**src/rtl/fft_out_reorder.sv**
```systemverilog
// fft_out_reorder: captures bit-reversed FFT frames into a ping-pong buffer
// and replays them in natural bin order over a valid/ready handshake.
// Drops whole frames when both banks are busy; ovf and sync_err are sticky.
// Optional: define FFT_REORDER_DROP_CNT_EN to add the drop_cnt output.
module fft_out_reorder #(
    parameter int N_POINTS = 8,
    parameter int LOG2N    = 3,
    parameter int DW       = 34
) (
    input  logic          clk,
    input  logic          rst,
    input  logic [DW-1:0] din,
    input  logic          din_valid,
    input  logic          din_sof,
    output logic [DW-1:0] dout,
    output logic          dout_valid,
    input  logic          dout_ready,
    output logic          dout_sof,
    output logic          dout_eof,
    output logic          ovf,
    input  logic          ovf_clr,
    output logic          sync_err
`ifdef FFT_REORDER_DROP_CNT_EN
    ,
    output logic [7:0]    drop_cnt
`endif
);

    typedef enum logic [1:0] {B_EMPTY, B_FILLING, B_FULL, B_DRAINING} bank_st_t;
    typedef enum logic [1:0] {W_IDLE, W_FILL, W_DROP} wstate_t;
    typedef enum logic [1:0] {R_IDLE, R_LOAD, R_OUT} rstate_t;

    localparam logic [LOG2N-1:0] LAST = LOG2N'(N_POINTS - 1);
    localparam logic [LOG2N-1:0] ONE  = LOG2N'(1);

    function automatic logic [LOG2N-1:0] bitrev(input logic [LOG2N-1:0] a);
        logic [LOG2N-1:0] r;
        for (int i = 0; i < LOG2N; i++) r[i] = a[LOG2N-1-i];
        return r;
    endfunction

    // Two banks of N_POINTS words; bank select is the address MSB.
    logic [DW-1:0]    r_mem [0:2*N_POINTS-1];
    bank_st_t         r_bank_st [0:1];

    wstate_t          r_wstate, w_wstate_nxt;
    logic [LOG2N-1:0] r_wcnt, w_wcnt_nxt;
    logic             r_wbank, w_wbank_nxt;
    logic             w_we;
    logic [LOG2N-1:0] w_waddr;
    logic             w_wb_fill, w_wb_full, w_set_ovf, w_set_sync, w_drop_start;
    logic             w_wb_free;

    rstate_t          r_rstate, w_rstate_nxt;
    logic [LOG2N-1:0] r_rcnt, w_rcnt_nxt;
    logic             r_rbank, w_rbank_nxt;
    logic             w_rd_start, w_rd_done, w_load, w_xfer;

    logic [DW-1:0]    r_dout;
    logic             r_dout_valid, r_dout_sof, r_dout_eof;
    logic             r_ovf, r_sync_err;

    // Write FSM next-state: store, drop, or resynchronise on din_sof.
    always_comb begin
        w_wstate_nxt = r_wstate;
        w_wcnt_nxt   = r_wcnt;
        w_wbank_nxt  = r_wbank;
        w_we         = 1'b0;
        w_waddr      = bitrev(r_wcnt);
        w_wb_fill    = 1'b0;
        w_wb_full    = 1'b0;
        w_set_ovf    = 1'b0;
        w_set_sync   = 1'b0;
        w_drop_start = 1'b0;
        // A bank we are currently filling is abandoned on a mid-frame sof,
        // so it counts as free for the restart in the same cycle.
        w_wb_free    = (r_bank_st[r_wbank] == B_EMPTY) || (r_wstate == W_FILL);
        if (din_valid) begin
            if (din_sof) begin
                if (r_wstate != W_IDLE) w_set_sync = 1'b1;
                w_wcnt_nxt = ONE;
                if (w_wb_free) begin
                    w_we         = 1'b1;
                    w_waddr      = '0;
                    w_wb_fill    = 1'b1;
                    w_wstate_nxt = W_FILL;
                end else begin
                    w_set_ovf    = 1'b1;
                    w_drop_start = 1'b1;
                    w_wstate_nxt = W_DROP;
                end
            end else begin
                case (r_wstate)
                    W_FILL: begin
                        w_we       = 1'b1;
                        w_wcnt_nxt = r_wcnt + ONE;
                        if (r_wcnt == LAST) begin
                            w_wb_full    = 1'b1;
                            w_wbank_nxt  = ~r_wbank;
                            w_wstate_nxt = W_IDLE;
                        end
                    end
                    W_DROP: begin
                        w_wcnt_nxt = r_wcnt + ONE;
                        if (r_wcnt == LAST) w_wstate_nxt = W_IDLE;
                    end
                    default: ;
                endcase
            end
        end
    end

    // Read FSM next-state: claim a FULL bank, then stream it gap-free.
    always_comb begin
        w_rstate_nxt = r_rstate;
        w_rcnt_nxt   = r_rcnt;
        w_rbank_nxt  = r_rbank;
        w_rd_start   = 1'b0;
        w_rd_done    = 1'b0;
        w_load       = 1'b0;
        w_xfer       = r_dout_valid & dout_ready;
        case (r_rstate)
            R_IDLE: begin
                if (r_bank_st[r_rbank] == B_FULL) begin
                    w_rd_start   = 1'b1;
                    w_rcnt_nxt   = '0;
                    w_rstate_nxt = R_LOAD;
                end
            end
            R_LOAD: begin
                w_load       = 1'b1;
                w_rstate_nxt = R_OUT;
            end
            R_OUT: begin
                if (w_xfer) begin
                    if (r_rcnt != LAST) begin
                        w_rcnt_nxt = r_rcnt + ONE;
                        w_load     = 1'b1;
                    end else begin
                        w_rd_done    = 1'b1;
                        w_rbank_nxt  = ~r_rbank;
                        w_rstate_nxt = R_IDLE;
                    end
                end
            end
            default: w_rstate_nxt = R_IDLE;
        endcase
    end

    // FSM state, counters and bank pointers.
    always_ff @(posedge clk or posedge rst) begin
        if (rst) begin
            r_wstate <= W_IDLE;
            r_wcnt   <= '0;
            r_wbank  <= 1'b0;
            r_rstate <= R_IDLE;
            r_rcnt   <= '0;
            r_rbank  <= 1'b0;
        end else begin
            r_wstate <= w_wstate_nxt;
            r_wcnt   <= w_wcnt_nxt;
            r_wbank  <= w_wbank_nxt;
            r_rstate <= w_rstate_nxt;
            r_rcnt   <= w_rcnt_nxt;
            r_rbank  <= w_rbank_nxt;
        end
    end

    // Per-bank lifecycle; each FSM only ever touches its own bank.
    always_ff @(posedge clk or posedge rst) begin
        if (rst) begin
            r_bank_st[0] <= B_EMPTY;
            r_bank_st[1] <= B_EMPTY;
        end else begin
            if (w_wb_fill)  r_bank_st[r_wbank] <= B_FILLING;
            if (w_wb_full)  r_bank_st[r_wbank] <= B_FULL;
            if (w_rd_start) r_bank_st[r_rbank] <= B_DRAINING;
            if (w_rd_done)  r_bank_st[r_rbank] <= B_EMPTY;
        end
    end

    // Sample storage at bit-reversed addresses; contents need no reset.
    always_ff @(posedge clk) begin
        if (w_we) r_mem[{r_wbank, w_waddr}] <= din;
    end

    // Registered output word and frame markers.
    always_ff @(posedge clk or posedge rst) begin
        if (rst) begin
            r_dout       <= '0;
            r_dout_valid <= 1'b0;
            r_dout_sof   <= 1'b0;
            r_dout_eof   <= 1'b0;
        end else if (w_load) begin
            r_dout       <= r_mem[{r_rbank, w_rcnt_nxt}];
            r_dout_valid <= 1'b1;
            r_dout_sof   <= (w_rcnt_nxt == '0);
            r_dout_eof   <= (w_rcnt_nxt == LAST);
        end else if (w_rd_done) begin
            r_dout_valid <= 1'b0;
            r_dout_sof   <= 1'b0;
            r_dout_eof   <= 1'b0;
        end
    end

    // Sticky error flags; a new event in the clear cycle wins.
    always_ff @(posedge clk or posedge rst) begin
        if (rst) begin
            r_ovf      <= 1'b0;
            r_sync_err <= 1'b0;
        end else begin
            if (w_set_ovf)    r_ovf <= 1'b1;
            else if (ovf_clr) r_ovf <= 1'b0;
            if (w_set_sync)   r_sync_err <= 1'b1;
            else if (ovf_clr) r_sync_err <= 1'b0;
        end
    end

`ifdef FFT_REORDER_DROP_CNT_EN
    logic [7:0] r_drop_cnt;

    // Saturating count of dropped frames.
    always_ff @(posedge clk or posedge rst) begin
        if (rst) begin
            r_drop_cnt <= '0;
        end else if (ovf_clr) begin
            r_drop_cnt <= w_drop_start ? 8'd1 : 8'd0;
        end else if (w_drop_start && (r_drop_cnt != 8'hFF)) begin
            r_drop_cnt <= r_drop_cnt + 8'd1;
        end
    end

    assign drop_cnt = r_drop_cnt;
`endif

    assign dout       = r_dout;
    assign dout_valid = r_dout_valid;
    assign dout_sof   = r_dout_sof;
    assign dout_eof   = r_dout_eof;
    assign ovf        = r_ovf;
    assign sync_err   = r_sync_err;

endmodule
```
**config.mk**
```make
export PLATFORM = sky130hd
export DESIGN_NAME = fft_out_reorder
export DESIGN_NICKNAME = d
export VERILOG_FILES = /design/src/rtl/fft_out_reorder.sv
export SDC_FILE = /design/constraint.sdc
export NUM_CORES = 1
export LEC_CHECK = 0
export ABC_AREA = 0
export CORE_MARGIN = 4
export CORE_UTILIZATION = 42
export CTS_BUF_LIST = sky130_fd_sc_hd__clkbuf_4 sky130_fd_sc_hd__clkbuf_8
export CTS_CLUSTER_DIAMETER = 120
export CTS_CLUSTER_SIZE = 25
export DETAILED_ROUTE_END_ITERATION = 16
export DONT_BUFFER_PORTS = 1
export GPL_ROUTABILITY_DRIVEN = 0
export PLACE_DENSITY_LB_ADDON = 0.3
export SETUP_SLACK_MARGIN = 0.3
export SLEW_MARGIN = 20
export SYNTH_ARGS = -nofsm -noshare
export SYNTH_HDL_FRONTEND = slang
export SYNTH_SLANG_ARGS = --single-unit
```
**constraint.sdc**
```tcl
create_clock -name clk -period 4.3 [get_ports clk]
set_input_delay 0.86 -clock clk [delete_from_list [all_inputs] [get_ports clk]]
set_output_delay 0.86 -clock clk [all_outputs]
set_load 0.05 [all_outputs]
```
# Word-level counts from Yosys, hierarchy flattened
# Memories as Yosys holds them, arrays and structs flattened. A register that Yosys moved wholly into a read port is not among the register bits.
# Cells that the tools add are included.
# classes
bitwise_logic,16
n_mul,0
addsub,2
n_div,0
mux,64
order_cmp,4
eq_ne,11
n_shift,0
n_reduce_logical,18
# ops
op,count
$mux 1,32
$mux 2,15
$mux 3,8
$mux 4,4
$reduce_bool 2->1,6
$reduce_and 3->1,3
$add 3x1->3 const B,2
$eq 2x2->1 const B,3
$eq 3x3->1 const B,2
$ne 2x2->1 const B,3
$pmux 2 s3,1
$pmux 3 s2,1
$and 2x2->2,2
$and 4x4->4,1
$demux 2 s1,2
$eq 2x1->1 const B,2
$ge 2x2->1 const B,2
$logic_not 2->1,2
$lt 2x1->1 const B,2
$not 1->1,4
$not 1->2,2
$not 2->2,2
$not 4->4,1
$or 2x2->2,2
other kinds (10),11
# totals
n_memories,1
romBits,0
in_bits,40
output_inout_bits,39
elab_cells,129
ff_bits,21
latch_bits,0
mem_bits_rw,544
# mem_list
name,words,word_bits,read_ports,rd_ports_with_merged_regs,write_ports,line_no,rtl
r_mem,16,34,1,1,1,43,logic [DW-1:0] r_mem [0:2*N_POINTS-1];

# Longest topological paths before layout
# logic_depth
depth_word,16
mapped_depth,14
ltp_nobuf,10

# Worst setup path before layout
# OpenSTA, ideal clock, no wires.
# synth_path
kind,input to register
startpoint,input port din_valid
endpoint,memory r_mem[1][0] (enable)
path_buffers,0
cell_stages,4
t_arrival_ns,2.932
setup_slack_ns,0.943
cell_sequence,nor2b_1 -> nand2_1 -> or3_1 -> nor2_1
# synth_between
elab_chain_cells,3
word_cells_on_any_way,4
# synth_lines
element,line_no,rtl
"start, declared",13,"input logic din_valid,"
$mux 1,78,if (din_valid) begin
$mux 1,184,"if (w_we) r_mem[{r_wbank, w_waddr}] <= din;"
$mux 1 (implied by the code),184,
"end, declared",43,
# Several ways; a longest one is shown, not always the timed one.

# Worst setup path after layout
# layout_path
startpoint,register r_rstate[1]
endpoint,register r_dout[19] (netlist: dout[19]) (read register of r_mem)
# layout_between
elab_chain_cells,2
word_cells_on_any_way,5
# layout_lines
element,line_no,rtl
"start, declared",54,"rstate_t r_rstate, w_rstate_nxt;"
"start signal, assigned",163,r_rstate <= w_rstate_nxt;
$eq 2x2->1 (tied with other cells),122,case (r_rstate)
$pmux 3 s2 or $pmux 1 s2 (tied branches),122,
"end, declared",59,logic [DW-1:0] r_dout;
# Several ways; a longest one is shown, not always the timed one.
# A chain may end at the register's enable or synchronous reset.

==> out/metrics.yaml <==
h-tree-depth: 1
setup_viol: 0
total_power_uw: 9050
max_slew.worst_pin.slew_ns: 0.955
synthArstFlopShare: 0.0918
cts_resized: 0
drive_gt1_frac: 0.0849
critPathRequiredTime_ns: 4.92
finClkSkew_ns: 0.0366
crit_type: "flip-flop to flip-flop"
grt_max_degree: 138
seqPwrFrac: 0.706
finalHoldViolations: 0
end_kind: "flip-flop"
antenna_found_initial: 0
synth-seq-cells: 599
dpl_cell_area_sq_um: 24200
clk_latency_ns: 0.68
yosys-top-cells-area: "edfxtp_1 (71%), dfrtp_1 (6.0%), mux2i_1 (5.9%)"
hold_path_class: "input pin to asynchronous set/reset pin"
fillerInstances: 4618
synth_flop_cell: "edfxtp_1"
clock_sinks: 599
n_antenna_cell: 0
portBuffers: 0
rsz0062_at_grt: "false"
dieArea_sq_um: 58700
syn_area_per_cell_sq_um: 15.4
coreArea_sq_um: 54100
cts_tree: "done"
postCtsSetupBuffers: 0
power.switching_uw: 1780
combPwrFrac: 0.012
avgViaCountPerCell: 5.69
syn_to_final_growth_pct: 7.48
fp.dieH_microns: 242
crit_fanout: 90
cts.reportedPaths.clkPinSlew_ns: 0.15
synth_most_common_cell: "edfxtp_1"
totalWireLength_microns: 51900
outcome: "finished, final reports clean"
power.share.switching: 0.197
syn_nets: 1548
drt_iter0_markers: 1103
die_x_microns: 242
slew_viol_final: 0
yosysTopAreaCell: "edfxtp_1"
hpwl_microns: 28600
syn_inst: 1500
final_nets: 1534
detail-route-antenna-nets: 0
clock-root-buffer: "clkbuf_8"
wl_per_cell_microns: 23.6
initial_utilization: 0.426
synth_edf_count: 544
drc: 0
grt_pass1_vias: 12500
grt_usage: 0.172
synth_area_sq_um: 23100
io_pins: 79
yosysTopAreaCellShare: 0.708
peakVddDrop_uv: 212
globalRoute.totalOverflow: 0
fmax_mhz: 302
fp-row-count: 85
period_needed_ns: 3.31
crit_arrival_ns: 3.93
cap_violations: 0
drt_pre_antenna_iters: 5
seq_area_frac_synth: 0.768
grt_first_pass_wirelength_microns: 78600
setup_tns_ns: 0
vias: 12500
p_int_uw: 7270
period_share: 0.769
ys_warn_count: 0
final_core_utilization: 0.458
synthDistinctLibCells: 46
fin_area_sq_um: 24800
clock_path_buffers: 3
pwr-share-clk: 0.282
power_density_nw_per_um2: 365
slew_headroom: 0.361
synthTopCellsByCount: "edfxtp_1 (544), nand2_1 (327), mux2i_1 (136)"
numCtsBuffers: 28
power_leakage_uw: 0.00903
hold_buffers: 0
start_kind: "flip-flop"
==> logic make-up (layout without fill, tap and decap cells) <==
| group | after synthesis | in the layout | share of synthesized area |
|---|---|---|---|
| compound gates | 132 | 132 | 0.0492 |
| fa+ha+maj | 8 | 8 | 0.00434 |
| mux | 136 | 136 | 0.0590 |
| flops | 599 | 599 | 0.768 |
| xor+xnor | 1 | 1 | 0.000380 |
| buf+inv | 103 | 111 | 0.0202 |
| simple gates | 521 | 521 | 0.0989 |
==> layout make-up <==
type,instances,area (sq um),share of cell area
clock inverter,3,68.8,0.00278
multi-input combinational,798,5060,0.204
clock buffer,49,543,0.0219
timing repair buffer,45,475,0.0192
tap,696,871,0.0351
inverter,14,61.3,0.00247
sequential,599,17700,0.714
==> final timing paths <==
path,from,to,slack [ns],cells past startpoint
worst max register to register,r_rstate[1]$_DFFE_PP0P_,dout[19]$_DFFE_PP0P_,0.99,11
worst max-delay path,r_rstate[1]$_DFFE_PP0P_,dout[19]$_DFFE_PP0P_,0.99,11
worst min-delay path,rst,dout[12]$_DFFE_PP0P_,0.19,1
worst min register to register,r_wstate[1]$_DFFE_PP0P_,r_wstate[1]$_DFFE_PP0P_,0.51,2
max in group asynchronous,rst,dout[33]$_DFFE_PP0P_,3.28,2
min in group clk,din[19],r_mem[1][19]$_DFFE_PP_,0.26,0
==> worst max-delay path, stage by stage (launching register included) <==
cell      delay (ns)
dfrtp_1         0.42
inv_1           0.09
ha_1            0.32
nand4b_1        0.20
and3_1          0.25
a211oi_4        0.42
inv_8           0.28
buf_12          0.34
mux2i_1         0.16
a222oi_1        0.38
a32oi_1         0.16
nand2_1         0.12
==> power groups by stage <==
| stage | combinational (uW) | clock (uW) | sequential, uW |
|---|---|---|---|
| final | 110 | 2550 | 6390 |
| after CTS | 112 | 2620 | 6390 |
| after global placement | 108 | 0 | 6520 |
| after global routing | 121 | 2840 | 6390 |
| after floorplan | 67.3 | 0 | 6510 |
| after detailed placement | 112 | 0 | 6520 |
==> layout by cell type, fill, tap and decap left out, types with 8 or more instances in the layout <==
cell type | Yosys | routed
ha_1 | 8 | 8
nor2_4 | 0 | 19
nand3_1 | 108 | 108
mux2i_1 | 136 | 136
nand4_1 | 35 | 35
buf_12 | 0 | 11
inv_1 | 12 | 11
a222oi_1 | 34 | 34
clkbuf_4 | 0 | 21
dfrtp_1 | 55 | 55
edfxtp_1 | 544 | 544
nand2_1 | 327 | 327
clkbuf_8 | 0 | 28
a32oi_1 | 69 | 69
buf_4 | 5 | 34
==> layer usage <==
metal	GRT usage	share of wire	routed length, microns	up-vias
li1	-	-	-	5684
met1	0.239	0.44	22700	6464
met2	0.290	0.49	25500	334
met3	0.0234	0.054	2820	55
met4	0.0376	0.018	929	0
met5	0	0	0	-
==> state kept, by name (all words and copies together) (netlist names) <==
name and flops:
r_mem 544, dout 34, r_bank_st 4, r_rcnt 3
r_wcnt 3, r_rstate 2, r_wstate 2, dout_eof 1
dout_sof 1, dout_valid 1, ovf 1, r_rbank 1
r_wbank 1, sync_err 1
==> per-stage QoR <==
stage          worst slack, ns  cells  hold slack, ns
2_1_floorplan            0.943   1500           0.445
3_3_place_gp              1.10   2152           0.465
3_5_place_dp              1.00   2152           0.479
4_1_cts                   1.01   2204           0.206
5_1_grt                  0.705   2204           0.196
6_report                 0.994   2204           0.191
Note: power is estimated with default switching activity, not from simulation.
